[src/rtl/alu_pkg.sv]
// Shared types and default sizing for the ALU command engine.
package alu_pkg;

  localparam int ALU_WIDTH = 6;
  localparam int ALU_DEPTH = 16;
  localparam int ALU_OPW   = 3;

  typedef enum logic [2:0] {
    OP_ADD = 3'b000,
    OP_SUB = 3'b001,
    OP_AND = 3'b010,
    OP_OR  = 3'b011,
    OP_XOR = 3'b100,
    OP_NOT = 3'b101,
    OP_SHL = 3'b110,
    OP_SRA = 3'b111
  } op_t;

  typedef enum logic [1:0] {
    IDLE = 2'd0,
    READ = 2'd1,
    EXEC = 2'd2
  } state_t;

endpackage

[src/rtl/cmd_fifo.sv]
// Command FIFO with registered read port; storage is deliberately left unreset.
module cmd_fifo #(
  parameter int WIDTH_D = 15,
  parameter int DEPTH   = 16
) (
  input  logic                       clk,
  input  logic                       rst_n,
  input  logic                       push_i,
  input  logic [WIDTH_D-1:0]         wr_data_i,
  input  logic                       pop_i,
  output logic [WIDTH_D-1:0]         rd_data_o,
  output logic                       full_o,
  output logic                       empty_o,
  output logic [$clog2(DEPTH+1)-1:0] count_o
);

  localparam int AW = $clog2(DEPTH);
  localparam int CW = $clog2(DEPTH+1);

  logic [WIDTH_D-1:0] mem_q [DEPTH];
  logic [AW-1:0]      wptr_q, rptr_q;
  logic [CW-1:0]      count_q;
  logic [WIDTH_D-1:0] rd_data_q;
  logic               full, empty;
  logic               do_push, do_pop;

  assign full    = (count_q == CW'(DEPTH));
  assign empty   = (count_q == '0);
  assign do_push = push_i && !full;
  assign do_pop  = pop_i && !empty;

  always_ff @(posedge clk) begin
    if (do_push) begin
      mem_q[wptr_q] <= wr_data_i;
    end
  end

  // Power-of-two depth lets the pointers wrap by natural overflow.
  always_ff @(posedge clk or negedge rst_n) begin
    if (!rst_n) begin
      wptr_q    <= '0;
      rptr_q    <= '0;
      count_q   <= '0;
      rd_data_q <= '0;
    end else begin
      if (do_push) begin
        wptr_q <= wptr_q + AW'(1);
      end
      if (do_pop) begin
        rptr_q    <= rptr_q + AW'(1);
        rd_data_q <= mem_q[rptr_q];
      end
      case ({do_push, do_pop})
        2'b10:   count_q <= count_q + CW'(1);
        2'b01:   count_q <= count_q - CW'(1);
        default: count_q <= count_q;
      endcase
    end
  end

  assign rd_data_o = rd_data_q;
  assign full_o    = full;
  assign empty_o   = empty;
  assign count_o   = count_q;

endmodule

[src/rtl/alu_engine.sv]
// Queued signed ALU: commands are pushed into cmd_fifo and issued one at a time
// by a three-state sequencer (IDLE -> READ -> EXEC), by step pulse or in run mode.
module alu_engine
  import alu_pkg::*;
#(
  parameter int WIDTH = ALU_WIDTH,
  parameter int DEPTH = ALU_DEPTH,
  parameter int OPW   = ALU_OPW
) (
  input  logic                       clk,
  input  logic                       rst_n,
  input  logic                       wr_valid_i,
  input  logic [OPW+2*WIDTH-1:0]     wr_data_i,
  output logic                       wr_ready_o,
  input  logic                       step_i,
  input  logic                       run_mode_i,
  output logic [WIDTH-1:0]           result_o,
  output logic                       result_valid_o,
  output logic                       overflow_o,
  output logic                       neg_result_o,
  output logic                       zero_o,
  output logic                       full_o,
  output logic                       empty_o,
  output logic [$clog2(DEPTH+1)-1:0] count_o,
  output logic [7:0]                 ovf_count_o
);

  localparam int DW = OPW + 2*WIDTH;

  state_t             state_q, state_d;
  logic               pop;
  logic [DW-1:0]      fifo_rd_data;
  logic               fifo_full, fifo_empty;

  op_t                op_q;
  logic [WIDTH-1:0]   a_q, b_q;

  logic [WIDTH:0]     add_ext, sub_ext;
  logic [2*WIDTH-1:0] shl_ext;
  logic [WIDTH-1:0]   alu_res;
  logic               alu_ovf;

  logic [WIDTH-1:0]   result_q;
  logic               valid_q, ovf_q, neg_q, zero_q;
  logic [7:0]         ovf_cnt_q;

  cmd_fifo #(
    .WIDTH_D (DW),
    .DEPTH   (DEPTH)
  ) u_cmd_fifo (
    .clk       (clk),
    .rst_n     (rst_n),
    .push_i    (wr_valid_i),
    .wr_data_i (wr_data_i),
    .pop_i     (pop),
    .rd_data_o (fifo_rd_data),
    .full_o    (fifo_full),
    .empty_o   (fifo_empty),
    .count_o   (count_o)
  );

  always_comb begin
    state_d = state_q;
    pop     = 1'b0;
    case (state_q)
      IDLE: begin
        if (!fifo_empty && (step_i || run_mode_i)) begin
          pop     = 1'b1;
          state_d = READ;
        end
      end
      READ: state_d = EXEC;
      EXEC: begin
        if (run_mode_i && !fifo_empty) begin
          pop     = 1'b1;
          state_d = READ;
        end else begin
          state_d = IDLE;
        end
      end
      default: state_d = IDLE;
    endcase
  end

  always_ff @(posedge clk or negedge rst_n) begin
    if (!rst_n) begin
      state_q <= IDLE;
    end else begin
      state_q <= state_d;
    end
  end

  always_ff @(posedge clk or negedge rst_n) begin
    if (!rst_n) begin
      op_q <= OP_ADD;
      a_q  <= '0;
      b_q  <= '0;
    end else if (state_q == READ) begin
      op_q <= op_t'(fifo_rd_data[DW-1 -: OPW]);
      a_q  <= fifo_rd_data[2*WIDTH-1:WIDTH];
      b_q  <= fifo_rd_data[WIDTH-1:0];
    end
  end

  // One guard bit on add/sub: overflow shows up as guard != result sign.
  assign add_ext = {a_q[WIDTH-1], a_q} + {b_q[WIDTH-1], b_q};
  assign sub_ext = {a_q[WIDTH-1], a_q} - {b_q[WIDTH-1], b_q};
  assign shl_ext = {{WIDTH{1'b0}}, a_q} << b_q[2:0];

  always_comb begin
    alu_res = '0;
    alu_ovf = 1'b0;
    case (op_q)
      OP_ADD: begin
        alu_res = add_ext[WIDTH-1:0];
        alu_ovf = add_ext[WIDTH] ^ add_ext[WIDTH-1];
      end
      OP_SUB: begin
        alu_res = sub_ext[WIDTH-1:0];
        alu_ovf = sub_ext[WIDTH] ^ sub_ext[WIDTH-1];
      end
      OP_AND: alu_res = a_q & b_q;
      OP_OR:  alu_res = a_q | b_q;
      OP_XOR: alu_res = a_q ^ b_q;
      OP_NOT: alu_res = ~a_q;
      OP_SHL: begin
        alu_res = shl_ext[WIDTH-1:0];
        alu_ovf = (shl_ext[WIDTH-1] != a_q[WIDTH-1]) ||
                  (!a_q[WIDTH-1] && (|shl_ext[2*WIDTH-1:WIDTH]));
      end
      OP_SRA: alu_res = $signed(a_q) >>> b_q[2:0];
      default: begin
        alu_res = '0;
        alu_ovf = 1'b0;
      end
    endcase
  end

  // ovf_count moves on the same edge as the result so it is current during the valid pulse.
  always_ff @(posedge clk or negedge rst_n) begin
    if (!rst_n) begin
      result_q  <= '0;
      valid_q   <= 1'b0;
      ovf_q     <= 1'b0;
      neg_q     <= 1'b0;
      zero_q    <= 1'b1;
      ovf_cnt_q <= '0;
    end else if (state_q == EXEC) begin
      result_q <= alu_res;
      valid_q  <= 1'b1;
      ovf_q    <= alu_ovf;
      neg_q    <= alu_res[WIDTH-1];
      zero_q   <= (alu_res == '0);
      if (alu_ovf && (ovf_cnt_q != 8'hFF)) begin
        ovf_cnt_q <= ovf_cnt_q + 8'd1;
      end
    end else begin
      valid_q <= 1'b0;
    end
  end

  assign wr_ready_o     = !fifo_full;
  assign full_o         = fifo_full;
  assign empty_o        = fifo_empty;
  assign result_o       = result_q;
  assign result_valid_o = valid_q;
  assign overflow_o     = ovf_q;
  assign neg_result_o   = neg_q;
  assign zero_o         = zero_q;
  assign ovf_count_o    = ovf_cnt_q;

endmodule

[config.mk]
export PLATFORM = sky130hd
export DESIGN_NAME = alu_engine
export DESIGN_NICKNAME = d
export VERILOG_FILES = /design/src/rtl/alu_pkg.sv /design/src/rtl/cmd_fifo.sv /design/src/rtl/alu_engine.sv
export SDC_FILE = /design/constraint.sdc
export NUM_CORES = 1
export LEC_CHECK = 0
export CORE_AREA = 2 2 184 186
export CTS_BUF_LIST = sky130_fd_sc_hd__clkbuf_8
export DETAILED_ROUTE_END_ITERATION = 16
export DIE_AREA = 0 0 186 188
export GPL_TIMING_DRIVEN = 0
export HOLD_SLACK_MARGIN = 0.12
export PLACE_DENSITY = 0.55
export SETUP_SLACK_MARGIN = 0.1
export SYNTH_ARGS = -nofsm -noshare
export SYNTH_HDL_FRONTEND = slang
export SYNTH_SLANG_ARGS = --single-unit
[constraint.sdc]
create_clock -name clk -period 6.78 [get_ports clk]
set_input_delay 1.017 -clock clk [delete_from_list [all_inputs] [get_ports clk]]
set_output_delay 1.017 -clock clk [all_outputs]
set_load 0.05 [all_outputs]
==> impl_results.md <==
* Status: finished, final reports clean
* Core Area at 33,100 µm²
* Clk buf depth at 3
* Largest net degree at the start of global routing at 63
* Final setup fails at 0
* I/O pin count at 46
* Worst Path Max Fanout at 10
* Synth Cell Area at 13,000 µm²
* Top achievable clock speed at 252 MHz
* Async S/R FF share, synth at 20.5%
* Worst EP arrival at 4.43 ns
* Actual slew at the worst max-slew pin at 1.13 ns
* Syn Inst Count at 807
* Syn. warnings at 0
* Site Rows at 67
* Synth Area in Simple Gates at 6.17%
* Synth Area in Adders at 3.24%
* Antenna Nets Post-Route at 0
* Dpl hpwl at 20.6 mm
* Final Hold Fails at 0
* Fin Setup TNS at 0 ns
* Gr usage total at 18.0%
* # fillers at 2,881
* Clock H-tree levels at 2
* DIE WIDTH at 186 µm
* Final Skew at 0.0417 ns
* Unrepaired setup endpoints after global routing: false
* Cts repair resizes at 0
* Worst skew pair latency at 0.60 ns
* Worst setup SP type: flip-flop
* Clk root buf: clkbuf_8
* Initial DRT Pass Iterations at 5
* Multi-input gate area at 4020 µm²
* Power per standard cell area at 458 nW/µm²
* Req. time, crit path at 7.24 ns
* CP Capture Type: flip-flop
* Proportion of layout cells with a drive suffix above 1 at 22.0%
* Vias in the first global route at 7,446
* Hold Crit Class: flip-flop to flip-flop
* Final Wtd Congestion at 0.865
* IO buf count at 45
* Max cap viols at 0
* 1st-iter DRT viols at 597
* Area delta synth->final at 19.0%
* Register area share after synthesis at 67.1%
* Mux cell area share after synthesis at 14.1%
* Largest family of logic cells by synthesized area: multiplexers
* Final wirelength at 30.3 mm
* XOR/XNOR Fraction of Synth Area at 1.88%
* Static Leak at 5.55 nW
* Number of synthesized flops with an enable pin at 240
* Post-layout nets at 976
* #FFs+latches synth at 302
* Initial antenna violation count at 0
* Clock sinks at 302
* Die area at 35,000 µm²
* Compound-Gate Fraction of Synth Area at 5.05%
* Fin worst setup slack at 2.81 ns
* FF+latch area at 8760 µm²
* Setup CP Type: flip-flop to flip-flop
* Initial Util at 39.4%
* Via density at 5.15
* DR WL/cell at 21.4 µm
* Unique masters post-synth at 59
* Syn_nets at 859
* Setup fix buffers added after clock tree synthesis at 0
* Post-place setup slack at 2.27 ns
* CTS clk-pin slew, worst paths at 0.06 ns
* Cts hold-fix bufs at 0
* DRC at 0
* Tmin final at 3.97 ns
* Tcrit/Tclk final at 58.6%
* CTS tree: yes
* Most used DFF post-synth: edfxtp_1
* Slew margin rel. at 24.6%
* Total gr overflow at 0
* VDD IR-drop max at 0.000238 V
* Synth Area per Inst at 16.2 µm²
* Die Y at 188 µm
* Via Count at 7,283
* Antenna cells at 0
* Wire length of the first global-routing pass at 46.4 mm
* Cts bufs inserted at 51
* Max Slew Vio Count at 0
[stage by stage]
stage / util, % / hold WS, ns / instances / power (W) / cell area, µm²
detailed placement: 43.5 / 0.463 / 1319 / 0.00541 / 14400
floorplan: - / 0.440 / 807 / 0.00449 / 13000
global route: 46.9 / 0.501 / 1414 / 0.00755 / 15500
CTS: 46.9 / 0.479 / 1414 / 0.00719 / 15500
finish: 46.9 / 0.473 / 1414 / 0.00711 / 15500
global placement: 42.5 / 0.460 / 1300 / 0.00533 / 14100
[cells in the final DEF (no fill, tap or decap), types with 29 or more instances in the layout]
master / n
inv_1: 49
o21ai_0: 35
edfxtp_1: 240
clkbuf_1: 29
mux4_2: 78
clkdlybuf4s50_1: 44
nand2_1: 91
dfrtp_1: 61
ha_1: 29
clkbuf_8: 54
[cell usage after synthesis, types with 4 or more instances]
cell type  instances  share of area [%]
edfxtp_1         240                 55
nand2_1           91                2.6
mux4_2            78                 13
dfrtp_1           61                 12
nor2_1            38                1.1
o21ai_0           35                1.3
inv_1             31               0.89
clkbuf_1          29               0.83
ha_1              29                2.8
a21oi_1           23               0.88
xnor2_1           16                1.1
nor3_1            12               0.46
xor2_1            12               0.81
buf_2             11               0.42
nor2b_1            8               0.38
a221oi_1           5               0.34
nand2b_1           5               0.24
nor4_1             5               0.24
buf_1              4               0.12
nand3_1            4               0.15
o211ai_1           4               0.23
[cells by family after synthesis]
| kind of cell | after synthesis |
|---|---|
| buf+inv | 79 |
| xor+xnor | 28 |
| mux | 85 |
| flops | 302 |
| compound gates | 101 |
| simple gates | 180 |
| fa+ha+maj | 32 |
[worst max-delay path, cell delays in order (launching register included)]
cell and delay [ns]:
dfrtp_1 0.43, nor4_1 0.44, nor2b_1 0.25, or3_1 0.13, clkbuf_1 0.41, clkinv_1 0.40
clkbuf_1 0.37, ha_1 0.36, inv_1 0.12, fa_1 0.22, inv_1 0.05, a21o_1 0.15
a21oi_1 0.17, xnor2_1 0.13, nor2_1 0.06, xor2_1 0.15
[state kept, by name (all words and copies together), names as in the netlist, 2 cells and up]
signal,cells
u_cmd_fifo.mem_q,240
u_cmd_fifo.rd_data_o,15
ovf_count_o,8
a_q,6
b_q,6
result_o,6
u_cmd_fifo.count_o,5
u_cmd_fifo.rptr_q,4
u_cmd_fifo.wptr_q,4
op_q,3
state_q,2
[final timing paths]
check,startpoint,end,slack (ns),depth (start not counted)
min reg2reg,result_o[3]$_DFFE_PN0N_,result_o[3]$_DFFE_PN0N_,0.47,2
max,u_cmd_fifo.count_o[0]$_DFFE_PN0P_,u_cmd_fifo.count_o[4]$_DFFE_PN0P_,2.81,15
min in group asynchronous,rst_n,ovf_count_o[5]$_DFFE_PN0P_,0.52,1
max reg2reg,u_cmd_fifo.count_o[0]$_DFFE_PN0P_,u_cmd_fifo.count_o[4]$_DFFE_PN0P_,2.81,15
min,result_o[3]$_DFFE_PN0N_,result_o[3]$_DFFE_PN0N_,0.47,2
max in group asynchronous,rst_n,b_q[0]$_DFFE_PN0N_,5.72,1
[per-layer routing]
| metal | part of all wire [%] | wire length [µm] | GRT usage [%] | vias to the layer above |
|---|---|---|---|---|
| met4 | 1.9 | 571 | 5.12 | 0 |
| met1 | 43 | 13000 | 24.4 | 3720 |
| met2 | 50 | 15100 | 29.8 | 189 |
| met3 | 5.0 | 1510 | 3.13 | 38 |
| li1 | - | - | - | 3336 |
| met5 | 0 | 0 | 0 | - |
[power by group]
part           internal [W]  switching [W]
Sequential          0.00232       0.000149
Combinational       0.00119        0.00170
Clock               0.00101       0.000744
[area by class of cell]
cell class                      instances  area share [%]
Clock inverter                         41            2.42
Inverter                               33           0.798
Tap cell                              448            3.61
Sequential cell                       302            56.4
Buffer                                 46            1.27
Timing Repair Buffer                   64            4.80
Multi-Input combinational cell        426            25.9
Clock buffer                           54            4.79
(Power assumes the default switching activity.)
